<file path="config.mk">
export PLATFORM = sky130hd
export DESIGN_NAME = mccu_xh
export DESIGN_NICKNAME = d
export VERILOG_FILES = /design/src/rtl/mccu_pkg.sv /design/src/rtl/mccu_decode.sv /design/src/rtl/mccu_xh.sv
export SDC_FILE = /design/constraint.sdc
export NUM_CORES = 1
export LEC_CHECK = 0
export ABC_AREA = 1
export CAP_MARGIN = 0
export CORE_MARGIN = 2
export CORE_UTILIZATION = 42
export DETAILED_ROUTE_END_ITERATION = 7
export PLACE_DENSITY = 0.77
export SYNTH_ARGS = -nofsm -noshare
export SYNTH_HDL_FRONTEND = slang
export SYNTH_HIERARCHICAL = 1
export SYNTH_SLANG_ARGS = --single-unit
export TNS_END_PERCENT = 10
</file>
<file path="constraint.sdc">
create_clock -name clock -period 1.2 [get_ports clock]
set_input_delay 0.12 -clock clock [delete_from_list [all_inputs] [get_ports clock]]
set_output_delay 0.12 -clock clock [all_outputs]
set_load 0.01 [all_outputs]
</file>
<file path="src/rtl/mccu_pkg.sv">
// mccu_pkg: shared definitions for the multicycle MIPS control unit.
//   - state_t    : FSM state encodings (visible on the 'state' port)
//   - ALUC_*     : ALU operation codes
//   - PCSRC_*    : next-PC mux selects
//   - ALUSRCB_*  : ALU B-operand mux selects
//   - CAUSE_*    : trap cause codes presented with wepc
//   - OP_*/F_*   : opcode and function-field constants
//   - insn_t     : one-hot decoded instruction flags from mccu_decode
package mccu_pkg;

   typedef enum logic [2:0] {
      S_IF  = 3'd0,
      S_ID  = 3'd1,
      S_EXE = 3'd2,
      S_MEM = 3'd3,
      S_WB  = 3'd4,
      S_EXC = 3'd5
   } state_t;

   localparam logic [3:0] ALUC_ADD = 4'b0000;

   localparam logic [2:0] PCSRC_PC4    = 3'd0;
   localparam logic [2:0] PCSRC_BRANCH = 3'd1;
   localparam logic [2:0] PCSRC_RS     = 3'd2;
   localparam logic [2:0] PCSRC_JUMP   = 3'd3;
   localparam logic [2:0] PCSRC_VECTOR = 3'd4;
   localparam logic [2:0] PCSRC_EPC    = 3'd5;

   localparam logic [1:0] ALUSRCB_REG  = 2'd0;
   localparam logic [1:0] ALUSRCB_FOUR = 2'd1;
   localparam logic [1:0] ALUSRCB_IMM  = 2'd2;
   localparam logic [1:0] ALUSRCB_BOFF = 2'd3;

   localparam logic [1:0] CAUSE_IRQ = 2'd0;
   localparam logic [1:0] CAUSE_ILL = 2'd1;
   localparam logic [1:0] CAUSE_BUS = 2'd2;

   localparam logic [5:0] OP_RTYPE = 6'b000000;
   localparam logic [5:0] OP_J     = 6'b000010;
   localparam logic [5:0] OP_JAL   = 6'b000011;
   localparam logic [5:0] OP_BEQ   = 6'b000100;
   localparam logic [5:0] OP_BNE   = 6'b000101;
   localparam logic [5:0] OP_ADDI  = 6'b001000;
   localparam logic [5:0] OP_SLTI  = 6'b001010;
   localparam logic [5:0] OP_ANDI  = 6'b001100;
   localparam logic [5:0] OP_ORI   = 6'b001101;
   localparam logic [5:0] OP_XORI  = 6'b001110;
   localparam logic [5:0] OP_LUI   = 6'b001111;
   localparam logic [5:0] OP_COP0  = 6'b010000;
   localparam logic [5:0] OP_LW    = 6'b100011;
   localparam logic [5:0] OP_SW    = 6'b101011;

   localparam logic [5:0] F_SLL  = 6'b000000;
   localparam logic [5:0] F_SRL  = 6'b000010;
   localparam logic [5:0] F_SRA  = 6'b000011;
   localparam logic [5:0] F_JR   = 6'b001000;
   localparam logic [5:0] F_JALR = 6'b001001;
   localparam logic [5:0] F_ERET = 6'b011000;
   localparam logic [5:0] F_ADD  = 6'b100000;
   localparam logic [5:0] F_SUB  = 6'b100010;
   localparam logic [5:0] F_AND  = 6'b100100;
   localparam logic [5:0] F_OR   = 6'b100101;
   localparam logic [5:0] F_XOR  = 6'b100110;
   localparam logic [5:0] F_NOR  = 6'b100111;
   localparam logic [5:0] F_SLT  = 6'b101010;

   // 'add' has no flag: its ALU code and datapath selects are all defaults,
   // so it only has to be recognised as legal.
   typedef struct packed {
      logic sub, and_, or_, xor_, nor_, slt, sll, srl, sra, jr, jalr;
      logic addi, andi, ori, xori, slti, lui;
      logic lw, sw, beq, bne, j, jal, eret;
      logic illegal;
   } insn_t;

endpackage

</file>
<file path="src/rtl/mccu_decode.sv">
// mccu_decode: combinational instruction decoder.
//   op   in  6  IR[31:26]
//   func in  6  IR[5:0]
//   ins  out    one-hot instruction flags; ins.illegal set for any
//               op/func pair outside the supported set
module mccu_decode
   import mccu_pkg::*;
(
   input  logic [5:0] op,
   input  logic [5:0] func,
   output insn_t      ins
);

   always_comb begin
      ins = '0;
      case (op)
         OP_RTYPE: begin
            case (func)
               F_ADD:   ;
               F_SUB:   ins.sub  = 1'b1;
               F_AND:   ins.and_ = 1'b1;
               F_OR:    ins.or_  = 1'b1;
               F_XOR:   ins.xor_ = 1'b1;
               F_NOR:   ins.nor_ = 1'b1;
               F_SLT:   ins.slt  = 1'b1;
               F_SLL:   ins.sll  = 1'b1;
               F_SRL:   ins.srl  = 1'b1;
               F_SRA:   ins.sra  = 1'b1;
               F_JR:    ins.jr   = 1'b1;
               F_JALR:  ins.jalr = 1'b1;
               default: ins.illegal = 1'b1;
            endcase
         end
         OP_COP0: begin
            if (func == F_ERET) ins.eret = 1'b1;
            else                ins.illegal = 1'b1;
         end
         OP_ADDI: ins.addi = 1'b1;
         OP_ANDI: ins.andi = 1'b1;
         OP_ORI:  ins.ori  = 1'b1;
         OP_XORI: ins.xori = 1'b1;
         OP_SLTI: ins.slti = 1'b1;
         OP_LUI:  ins.lui  = 1'b1;
         OP_LW:   ins.lw   = 1'b1;
         OP_SW:   ins.sw   = 1'b1;
         OP_BEQ:  ins.beq  = 1'b1;
         OP_BNE:  ins.bne  = 1'b1;
         OP_J:    ins.j    = 1'b1;
         OP_JAL:  ins.jal  = 1'b1;
         default: ins.illegal = 1'b1;
      endcase
   end

endmodule

</file>
<file path="src/rtl/mccu_xh.sv">
// mccu_xh: multicycle MIPS control unit with memory-ready handshake,
// bus timeout, interrupt and illegal-instruction traps.
//   clock, resetn          rising-edge clock; async active-high reset
//   op, func               IR decode fields
//   z                      ALU zero flag
//   mem_ready, irq         memory completion, level interrupt request
//   mem_req                memory access in progress (fetch or data)
//   wpc wir wmem wreg iord regrt m2reg shift alusrca jal sext
//                          datapath enables / selects
//   aluc[3:0] alusrcb[1:0] pcsource[2:0]
//   wepc, cause[1:0]       EPC write and trap cause (cause valid with wepc)
//   ie                     interrupt-enable flag
//   state[2:0]             current FSM state
//
// Memory handshake: mem_req is high for every cycle of a fetch (S_IF) or data
// access (S_MEM); the access completes in the cycle mem_ready is high, and
// the write strobes (wir/wpc on fetch, wmem on store) are qualified by that
// same mem_ready. If MEM_TIMEOUT != 0 and the access has waited MEM_TIMEOUT
// cycles without mem_ready, the access is abandoned into a bus-error trap.
module mccu_xh
   import mccu_pkg::*;
#(
   parameter int MEM_TIMEOUT = 15,
   parameter int TO_W        = 4,
   parameter bit ENABLE_IRQ  = 1'b1
) (
   input  logic       clock,
   input  logic       resetn,
   input  logic [5:0] op,
   input  logic [5:0] func,
   input  logic       z,
   input  logic       mem_ready,
   input  logic       irq,
   output logic       mem_req,
   output logic       wpc,
   output logic       wir,
   output logic       wmem,
   output logic       wreg,
   output logic       iord,
   output logic       regrt,
   output logic       m2reg,
   output logic       shift,
   output logic       alusrca,
   output logic       jal,
   output logic       sext,
   output logic [3:0] aluc,
   output logic [1:0] alusrcb,
   output logic [2:0] pcsource,
   output logic       wepc,
   output logic [1:0] cause,
   output logic       ie,
   output logic [2:0] state
);

   insn_t            ins;
   state_t           state_q, state_d;
   logic [TO_W-1:0]  tocnt_q, tocnt_d, tocnt_inc;
   logic             ie_q, ie_d;
   logic [1:0]       cause_q, cause_d;
   logic             timed_out, irq_take, imm_op;

   mccu_decode u_decode (
      .op   (op),
      .func (func),
      .ins  (ins)
   );

   assign state    = state_q;
   assign ie       = ie_q;
   assign imm_op   = ins.addi | ins.andi | ins.ori | ins.xori | ins.slti | ins.lui;
   assign tocnt_inc = (&tocnt_q) ? tocnt_q : tocnt_q + TO_W'(1);
   assign timed_out = (MEM_TIMEOUT != 0) && (tocnt_q == TO_W'(MEM_TIMEOUT));
   // tocnt is zero only in the first cycle of S_IF, so an irq raised while a
   // fetch is stalled waits for the next instruction boundary.
   assign irq_take  = ie_q & irq & (tocnt_q == '0);

   always_ff @(posedge clock or posedge resetn) begin
      if (resetn) begin
         state_q <= S_IF;
         tocnt_q <= '0;
         ie_q    <= ENABLE_IRQ;
         cause_q <= CAUSE_IRQ;
      end else begin
         state_q <= state_d;
         tocnt_q <= tocnt_d;
         ie_q    <= ie_d & ENABLE_IRQ;
         cause_q <= cause_d;
      end
   end

   always_comb begin
      mem_req  = 1'b0;
      wpc      = 1'b0;
      wir      = 1'b0;
      wmem     = 1'b0;
      wreg     = 1'b0;
      iord     = 1'b0;
      regrt    = 1'b0;
      m2reg    = 1'b0;
      shift    = 1'b0;
      alusrca  = 1'b0;
      jal      = 1'b0;
      sext     = 1'b1;
      aluc     = ALUC_ADD;
      alusrcb  = ALUSRCB_REG;
      pcsource = PCSRC_PC4;
      wepc     = 1'b0;
      cause    = CAUSE_IRQ;
      state_d  = state_q;
      tocnt_d  = '0;   // any state change clears the wait counter
      ie_d     = ie_q;
      cause_d  = cause_q;

      case (state_q)
         S_IF: begin
            if (irq_take) begin
               state_d = S_EXC;
               cause_d = CAUSE_IRQ;
            end else begin
               mem_req = 1'b1;
               alusrca = 1'b1;
               alusrcb = ALUSRCB_FOUR;
               wpc     = mem_ready;
               wir     = mem_ready;
               if (mem_ready) begin
                  state_d = S_ID;
               end else if (timed_out) begin
                  state_d = S_EXC;
                  cause_d = CAUSE_BUS;
               end else begin
                  tocnt_d = tocnt_inc;
               end
            end
         end

         S_ID: begin
            if (ins.j | ins.jal) begin
               pcsource = PCSRC_JUMP;
               wpc      = 1'b1;
               jal      = ins.jal;
               wreg     = ins.jal;
               state_d  = S_IF;
            end else if (ins.jr | ins.jalr) begin
               pcsource = PCSRC_RS;
               wpc      = 1'b1;
               jal      = ins.jalr;
               wreg     = ins.jalr;
               state_d  = S_IF;
            end else if (ins.eret) begin
               pcsource = PCSRC_EPC;
               wpc      = 1'b1;
               ie_d     = 1'b1;
               state_d  = S_IF;
            end else if (ins.illegal) begin
               state_d  = S_EXC;
               cause_d  = CAUSE_ILL;
            end else begin
               // Precompute the branch target while the register file is read.
               alusrca  = 1'b1;
               alusrcb  = ALUSRCB_BOFF;
               aluc     = ALUC_ADD;
               state_d  = S_EXE;
            end
         end

         S_EXE: begin
            aluc[3] = ins.sra | ins.slt | ins.nor_ | ins.slti;
            aluc[2] = ins.sub | ins.or_ | ins.srl | ins.sra | ins.ori | ins.lui | ins.nor_;
            aluc[1] = ins.xor_ | ins.sll | ins.srl | ins.sra | ins.xori | ins.beq | ins.bne
                      | ins.lui;
            aluc[0] = ins.and_ | ins.or_ | ins.sll | ins.srl | ins.sra | ins.andi | ins.ori
                      | ins.nor_;
            if (ins.beq | ins.bne) begin
               pcsource = PCSRC_BRANCH;
               wpc      = (ins.beq & z) | (ins.bne & ~z);
               state_d  = S_IF;
            end else if (ins.lw | ins.sw) begin
               alusrcb  = ALUSRCB_IMM;
               state_d  = S_MEM;
            end else begin
               shift    = ins.sll | ins.srl | ins.sra;
               if (imm_op) alusrcb = ALUSRCB_IMM;
               sext     = ~(ins.andi | ins.ori | ins.xori);
               state_d  = S_WB;
            end
         end

         S_MEM: begin
            mem_req = 1'b1;
            iord    = 1'b1;
            wmem    = ins.sw & mem_ready;
            if (mem_ready) begin
               state_d = ins.lw ? S_WB : S_IF;
            end else if (timed_out) begin
               state_d = S_EXC;
               cause_d = CAUSE_BUS;
            end else begin
               tocnt_d = tocnt_inc;
            end
         end

         S_WB: begin
            wreg    = 1'b1;
            m2reg   = ins.lw;
            regrt   = ins.lw | imm_op;
            state_d = S_IF;
         end

         S_EXC: begin
            wepc     = 1'b1;
            cause    = cause_q;
            pcsource = PCSRC_VECTOR;
            wpc      = 1'b1;
            ie_d     = 1'b0;
            state_d  = S_IF;
         end

         default: state_d = S_IF;
      endcase
   end

endmodule
</file>
[After elaboration in Yosys (flattened, before gate mapping)]
Index checks and enable logic that the tools add are counted.
Operators by class
  bitwise gates (word level): 45
  mux-type cells: 103
  reductions and logical operators: 11
  eq/ne operators: 36
  multipliers: 0
  magnitude comparators: 0
  $add $sub $neg: 1
  shift-type cells: 0
  divide/modulo/power cells: 0
Operators by type and width (count)
  $mux 1: 57
  $eq 6x6->1 const B: 9
  $eq 6x4->1 const B: 8
  $mux 3: 14
  $or 1x1->1: 38
  $mux 2: 15
  $eq 6x2->1 const B: 4
  $reduce_or 12->1: 2
  $mux 4: 5
  $eq 6x3->1 const B: 2
  $eq 6x5->1 const B: 2
  $logic_not 6->1: 2
  $pmux 2 s3: 2
  $pmux 3 s4: 1
  $mux 11: 1
  $ne 2x2->1 const B: 5
  $pmux 3 s3: 1
  $pmux 1 s2: 4
  $pmux 4 s2: 1
  $reduce_and 4->1: 2
  $eq 3x2->1 const B: 2
  $eq 3x3->1 const B: 2
  $and 1x1->1: 5
  $reduce_and 5->1: 1
  10 further kinds: 11
Storage, ports and cells
  latch bits: 0
  word-level logic and storage cells: 200
  bits in read-only memories: 0
  register bits after elaboration: 10
  RAM bits: 0
  input bits: 17
  memories: 0

[Depth between registers and ports, before layout]
Gate-level depths: netlist of run 1.
  depth in word-level cells: 11
  mapped depth: 12
  gate-level depth less buffers: 12

[Modules after synthesis]
The synthesis of run 1 kept the hierarchy.
Modules (own cells, without submodules)
  mccu_xh: times used 1, area an instance 870.8 um^2, cells each 143
  mccu_decode: times used 1, area an instance 481.7 um^2, cells each 109

[Least setup slack after synthesis of run 1]
Ideal clock, no wire load.
  path type: input -> output
  start: in op[5]
  end: out wpc
  stages on the path: 11
  path slack: -0.140 ns
  arrival time: 1.220 ns
  cell sequence: nor2_4 nand2_2 nor2_4 inv_1 nor2_1 inv_1 nand2_1 nor2_1 nor2_1 nor2_1 o211ai_1
RTL lines
  start: declaration: line mccu_xh.sv:29  | input logic [5:0] op,
  end: declaration: line mccu_xh.sv:35  | output logic wpc,

==> flow_summary.ini, run 1 <==
[timing]
drv_slew = 0
rsz0062_at_grt = yes
hold_viol = 0
holdWs_ns = 0.139
worst_slew_pin_slew_ns = 0.459
fin_crit_ns = 1.99
min_period_over_period = 1.66
setup_tns_ns = -16.03
relSlewSlack = 0.693
fin_ws_ns = -0.793
max_freq_ghz = 0.502
skew_ns = 0.0131
finalSetupViolations = 36

[final_layout]
final_core_util = 0.915
synthToLayoutAreaGrowth_pct = 106
nFillCells = 139
diodes = 0
fin_nets = 412
drive_gt1_frac = 0.561

[yosys]
seq_area_frac_synth = 0.186
synth_area_leaders = nor2_1, dfrtp_1, nand2_1
synthCells = 252
synth_area_leader_cell = nor2_1
syn_nets = 271
synth_top_area_share = 0.180
yosysWarnings = 6
ys_types = 25
syn_avg_cell_area_sq_um = 5.37
ys_ff_latch = 10
mappedNetlistArea_sq_um = 1350

[pwr]
powerDensity_nw_per_um2 = 1270
p_leak_nw = 1.43
peakVddDrop_v = 0.00114

[job]
drv_cap = 0

[die]
die-area_sq_um = 3690
start_util = 0.443
rows = 20
ioPinCount = 45
die_h_um = 60.8
core_sq_um = 3050
dieWidth_um = 60.8

[route]
wirelength_um = 9110
final_antenna_net_count = 0
routed_via_density = 6.17
drt_iter0_drc = 553
wire_per_inst_um = 20.9
drc = 0
first_pass_iters = 6
route.vias.total = 2689

[setup_path]
critPathCaptureType = register
path_max_fanout = 5
cp.required_ns = 1.42
cp_slowest_stage_delay_ns = 0.27
cp_common_cell = nand2_1
critPathLaunchType = input pin
critical_path.top_delay_family = simple AND/OR/NAND/NOR gates
worstSetupPathType = input pin to register
path_buf_inv = 3
path_cells = buf_2, nor2_4, nand2_2, nor2_4, buf_6, nand2_1, nor2_1, nand3_1, nand2_2, buf_4, nand4_1, nand2_1, nand2_1, nand2_1
slowest_stage = nand4_1
cp.arrival_ns = 2.21

[cts]
cts_tree = built
clock_sinks = 10
htreeDepth = 1
clk_latency_ns = 0.28
path_clk_slew_ns = 0.09
cts.hold.buffers_added = 0
root_buffer = clkbuf_4
clock_path_buffers = 2
cts_buffers = 3

[global_routing]
overflow = 0
antenna_found_initial = 0
gr-usage-all-layers = 0.411
grt_pass1_wl_um = 11300
grt_max_degree = 11
grt_pass1_vias = 2493

[placed_design]
portBuffers = 44
place_congestion = 0.914
hpwl_um = 3980
pre_cts_slack_ns = -1.24

[outcome]
outcome = complete, but fails checks
violations = negative setup slack

[worst_hold_path]
worstHoldPathType = input pin to asynchronous set/reset pin
==> where the power goes <==
group / internal, mW / total (mW) / switching, mW / leakage (nW)
registers: 0.439 / 0.558 / 0.119 / 0.125
clock network: 0.185 / 0.329 / 0.145 / 0.0210
logic: 1.23 / 2.66 / 1.43 / 1.28
total: 1.86 / 3.55 / 1.70 / 1.43
==> metal layers <==
metal	vias to the layer above	global-route usage	share of wire
met5	-	0	0
met4	0	0.258	0.098
met3	128	0.111	0.13
met2	307	0.667	0.44
met1	1179	0.481	0.33
li1	1075	-	-
==> path summary, 6_finish.rpt <==
| path | slack [ns] | startpoint | cells after the start | endpoint |
|---|---|---|---|---|
| max | -0.79 | op[1] | 14 | cause_q[1]$_DFFE_PP0P_ |
| max reg2reg | -0.49 | state[1]$_DFF_PP0_ | 8 | cause_q[1]$_DFFE_PP0P_ |
| min in group clock | 0.56 | cause_q[0]$_DFFE_PP0P_ | 2 | cause_q[0]$_DFFE_PP0P_ |
| max in group asynchronous | 0.72 | resetn | 2 | ie$_DFFE_PP1P_ |
| min | 0.14 | resetn | 2 | cause_q[1]$_DFFE_PP0P_ |
| min reg2reg | 0.56 | cause_q[0]$_DFFE_PP0P_ | 2 | cause_q[0]$_DFFE_PP0P_ |
==> Yosys cell counts <==
master / instances
nor2_4: 3
nand3_2: 1
nor2_1: 65
o211ai_1: 2
inv_2: 6
nand3_1: 23
nor3_1: 8
dfstp_2: 1
inv_1: 38
xnor2_1: 2
a21oi_2: 1
nand2_2: 5
o21bai_1: 1
nand2_1: 58
nand2_4: 1
dfrtp_1: 9
nand3b_1: 2
o21ai_0: 5
nor2_2: 3
a31oi_1: 2
a21oi_1: 3
nor4_1: 3
nand4_1: 7
ha_1: 2
nor3_2: 1
==> worst reg2reg max path, cell delays in order, from the launching register on <==
cell and delay (ns):
dfrtp_2 0.45, inv_4 0.09, nand2_4 0.07, nor2_4 0.17
buf_4 0.15, nand4_1 0.28, nand2_1 0.21, nand2_1 0.12
nand2_1 0.10
==> layout by cell type (no fill, tap or decap), types with 3 or more instances in the layout <==
cell type | synthesis | final
nor3_1 | 8 | 6
nand4_1 | 7 | 7
clkdlybuf4s50_1 | 0 | 4
buf_6 | 0 | 19
nand2_2 | 5 | 13
o21ai_0 | 5 | 3
nor2_4 | 3 | 15
clkbuf_4 | 0 | 3
nand3_1 | 23 | 13
nand3_2 | 1 | 8
nor2_2 | 3 | 15
nand2_1 | 58 | 47
nor2_1 | 65 | 41
buf_2 | 0 | 22
nand3_4 | 0 | 3
dfrtp_1 | 9 | 7
inv_4 | 0 | 5
clkdlybuf4s15_2 | 0 | 5
nand2_4 | 1 | 4
inv_2 | 6 | 12
inv_1 | 38 | 27
buf_4 | 0 | 82
==> area by class of cell <==
| class | instances | area, sq um | area share |
|---|---|---|---|
| Tap cell | 44 | 55.1 | 0.0197 |
| Sequential cell | 10 | 254 | 0.0909 |
| Timing Repair Buffer | 136 | 1070 | 0.383 |
| Inverter | 44 | 178 | 0.0636 |
| Clock buffer | 4 | 36.3 | 0.0130 |
| Multi-Input combinational cell | 198 | 1200 | 0.430 |
==> timing repair <==
action	CTS	global route
buffers inserted	19	3
endpoints found under the setup margin	38	38
pin swaps	34	13
resized for setup	218	34
==> through the flow <==
step           total power [mW]  std cells  instance area, sq um
2_1_floorplan              1.33        252                  1370
3_3_place_gp               2.48        410                  2390
3_5_place_dp               2.50        410                  2390
4_1_cts                    3.04        433                  2690
5_1_grt                    3.64        436                  2790
6_report                   3.55        436                  2790
==> state kept, by name, summed over array words and instances, names as in the netlist <==
name / count
cause_q: 2
ie: 1
state: 3
tocnt_q: 4
==> logic make-up after synthesis <==
| family | count (synthesis) | share of synthesized area |
|---|---|---|
| XOR/XNOR | 2 | 0.0130 |
| adder cells (fa/ha/maj) | 2 | 0.0185 |
| buffers and inverters | 44 | 0.122 |
| AND/OR/NAND/NOR | 180 | 0.599 |
| flip-flops | 10 | 0.186 |
| AO/OA/AOI/OAI | 14 | 0.0620 |
No activity file was read; power rests on OpenSTA's default activity.
==> inputs of run 2 (changes only) <==
--- a/config.mk
+++ b/config.mk
@@ -8,9 +8,9 @@
 export ABC_AREA = 1
 export CAP_MARGIN = 0
 export CORE_MARGIN = 2
-export CORE_UTILIZATION = 42
+export CORE_UTILIZATION = 46
 export DETAILED_ROUTE_END_ITERATION = 7
-export PLACE_DENSITY = 0.77
+export PLACE_DENSITY = 0.8
 export SYNTH_ARGS = -nofsm -noshare
 export SYNTH_HDL_FRONTEND = slang
 export SYNTH_HIERARCHICAL = 1
==> constraint.sdc (replaced) <==
create_clock -name clock -period 2.1 [get_ports clock]
set_input_delay 0.21 -clock clock [delete_from_list [all_inputs] [get_ports clock]]
set_output_delay 0.21 -clock clock [all_outputs]
set_load 0.01 [all_outputs]
==> run 2 against run 1 <==
The flow still finishes with violations (negative setup slack). Largest cell class unchanged. Worst hold slack gained 0.094 ns. Non-clock buffer count fell by 39. Cell count fell by 12%. Largest power group unchanged.
==> flow_summary.ini, run 2 (synthesized netlist as in run 1, its figures left out) <==
[pwr]
p_clk_frac = 0.104
internal_power_uw = 711
peakVddDrop_v = 0.00103
powerDensity_nw_per_um2 = 567
switching_power_uw = 612
p_sw_frac = 0.463
p_total_mw = 1.32
seq_power_share = 0.234
p_leak_nw = 1.26
combPwrFrac = 0.661

[cts]
path_clk_slew_ns = 0.06
cts.hold.buffers_added = 0
clk_latency_ns = 0.27
clock_path_buffers = 2
htreeDepth = 1
clock_sinks = 10
root_buffer = clkbuf_4
cts_buffers = 3
cts_tree = built

[timing]
fin_ws_ns = -0.0780
relSlewSlack = 0.728
worst_slew_pin_slew_ns = 0.407
min_period_over_period = 1.04
finalSetupViolations = 8
rsz0062_at_grt = yes
hold_viol = 0
skew_ns = 0.00253
fin_crit_ns = 2.18
max_freq_ghz = 0.459
drv_slew = 0

[placed_design]
pre_cts_slack_ns = -0.513
place_congestion = 0.908
portBuffers = 44
hpwl_um = 3490

[setup_path]
cp.arrival_ns = 1.97
rr_startpoint = state[1]$_DFF_PP0_
worstSetupPathType = input pin to primary output
cp.depth = 11
cp_slowest_stage_delay_ns = 0.29
critPathCapture = aluc[0]
path_cells = dlygate4sd2_1, nor2_2, buf_4, inv_2, nor2_4, buf_4, nand2_1, nor3_4, nor3_1, a31oi_1, dlygate4sd2_1
reg2reg_depth = 9
path_buf_inv = 5
r2r_setup_slack_ns = 0.52
path_max_fanout = 4
slowest_stage = dlygate4sd2_1
critPathLaunchType = input pin
cp.required_ns = 1.89
critPathCaptureType = primary output
cp-startpoint = op[2]
critical_path.top_delay_family = buffers and inverters
r2r-end = state[1]$_DFF_PP0_

[route]
drt_iter0_drc = 195
wirelength_um = 4870
first_pass_iters = 5
routed_via_density = 5.08
final_antenna_net_count = 0
wire_per_inst_um = 12.7
drc = 0
route.vias.total = 1950

[die]
start_util = 0.486
ioPinCount = 45
core_sq_um = 2780
die-area_sq_um = 3390
dieWidth_um = 58.2
rows = 19
die_h_um = 58.2

[global_routing]
overflow = 0
antenna_found_initial = 0
grt_pass1_vias = 1706
gr-usage-all-layers = 0.285
grt_max_degree = 11
grt_pass1_wl_um = 7580

[job]
drv_cap = 0

[final_layout]
multiInputGateArea_sq_um = 1040
fin_nets = 373
final_common_cell = nand2_1
regArea_sq_um = 254
nFillCells = 204
regMostFlops = tocnt_q
largest_reg_flops = 4
drive_gt1_frac = 0.306
diodes = 0
synthToLayoutAreaGrowth_pct = 72.4
mostFrequentLayoutCells = nand2_1, buf_4, nor2_1

[outcome]
violations = negative setup slack
outcome = complete, but fails checks

[worst_hold_path]
worstHoldPathType = input pin to asynchronous set/reset pin
[run 2: worst min path at each step]
stage,start,end,depth (start not counted)
4_1_cts,resetn,tocnt_q[3]$_DFF_PP0_,2
6_report,resetn,tocnt_q[0]$_DFF_PP0_,2
5_1_grt,resetn,tocnt_q[3]$_DFF_PP0_,2
3_5_place_dp,cause_q[0]$_DFFE_PP0P_,cause_q[0]$_DFFE_PP0P_,2
3_3_place_gp,cause_q[0]$_DFFE_PP0P_,cause_q[0]$_DFFE_PP0P_,2
2_1_floorplan,resetn,cause_q[0]$_DFFE_PP0P_,1
[run 2: layer usage]
| layer | up-vias | share of wire | GRT usage |
|---|---|---|---|
| met2 | 86 | 0.49 | 0.458 |
| met3 | 0 | 0.078 | 0.0379 |
| li1 | 1000 | - | - |
| met5 | - | 0 | 0 |
| met4 | 0 | 0 | 0.0399 |
| met1 | 864 | 0.43 | 0.416 |
[run 2: power by group through the flow]
stage / Combinational [mW] / Sequential (mW) / Clock (mW)
2_1_floorplan: 0.428 / 0.308 / 0
3_3_place_gp: 0.861 / 0.301 / 0
3_5_place_dp: 0.868 / 0.305 / 0
4_1_cts: 0.849 / 0.303 / 0.141
5_1_grt: 0.962 / 0.316 / 0.155
6_report: 0.875 / 0.310 / 0.138
[run 2: layout make-up]
cell class,instances,share of cell area
well taps,31,0.0166
inverters,44,0.0708
flip-flops and latches,10,0.109
repair buffers,97,0.348
multi-input cells,198,0.444
clock buffers,4,0.0113
[run 2: what timing repair did]
item                                    CTS  global route
endpoints found under the setup margin   20            17
pin swaps                                12             6
gates resized for setup                  46            26
setup buffers                             5             1
[run 2: per-stage QoR]
step           instances  hold slack, ns  area [sq um]   util  setup TNS (ns)
2_1_floorplan        252          0.0495          1350      -               0
3_3_place_gp         374           0.456          2180  0.785           -6.64
3_5_place_dp         374           0.462          2180  0.785           -7.10
4_1_cts              383           0.236          2270  0.816          -0.287
5_1_grt              384           0.258          2330  0.839           -1.26
6_report             384           0.233          2330  0.839          -0.337
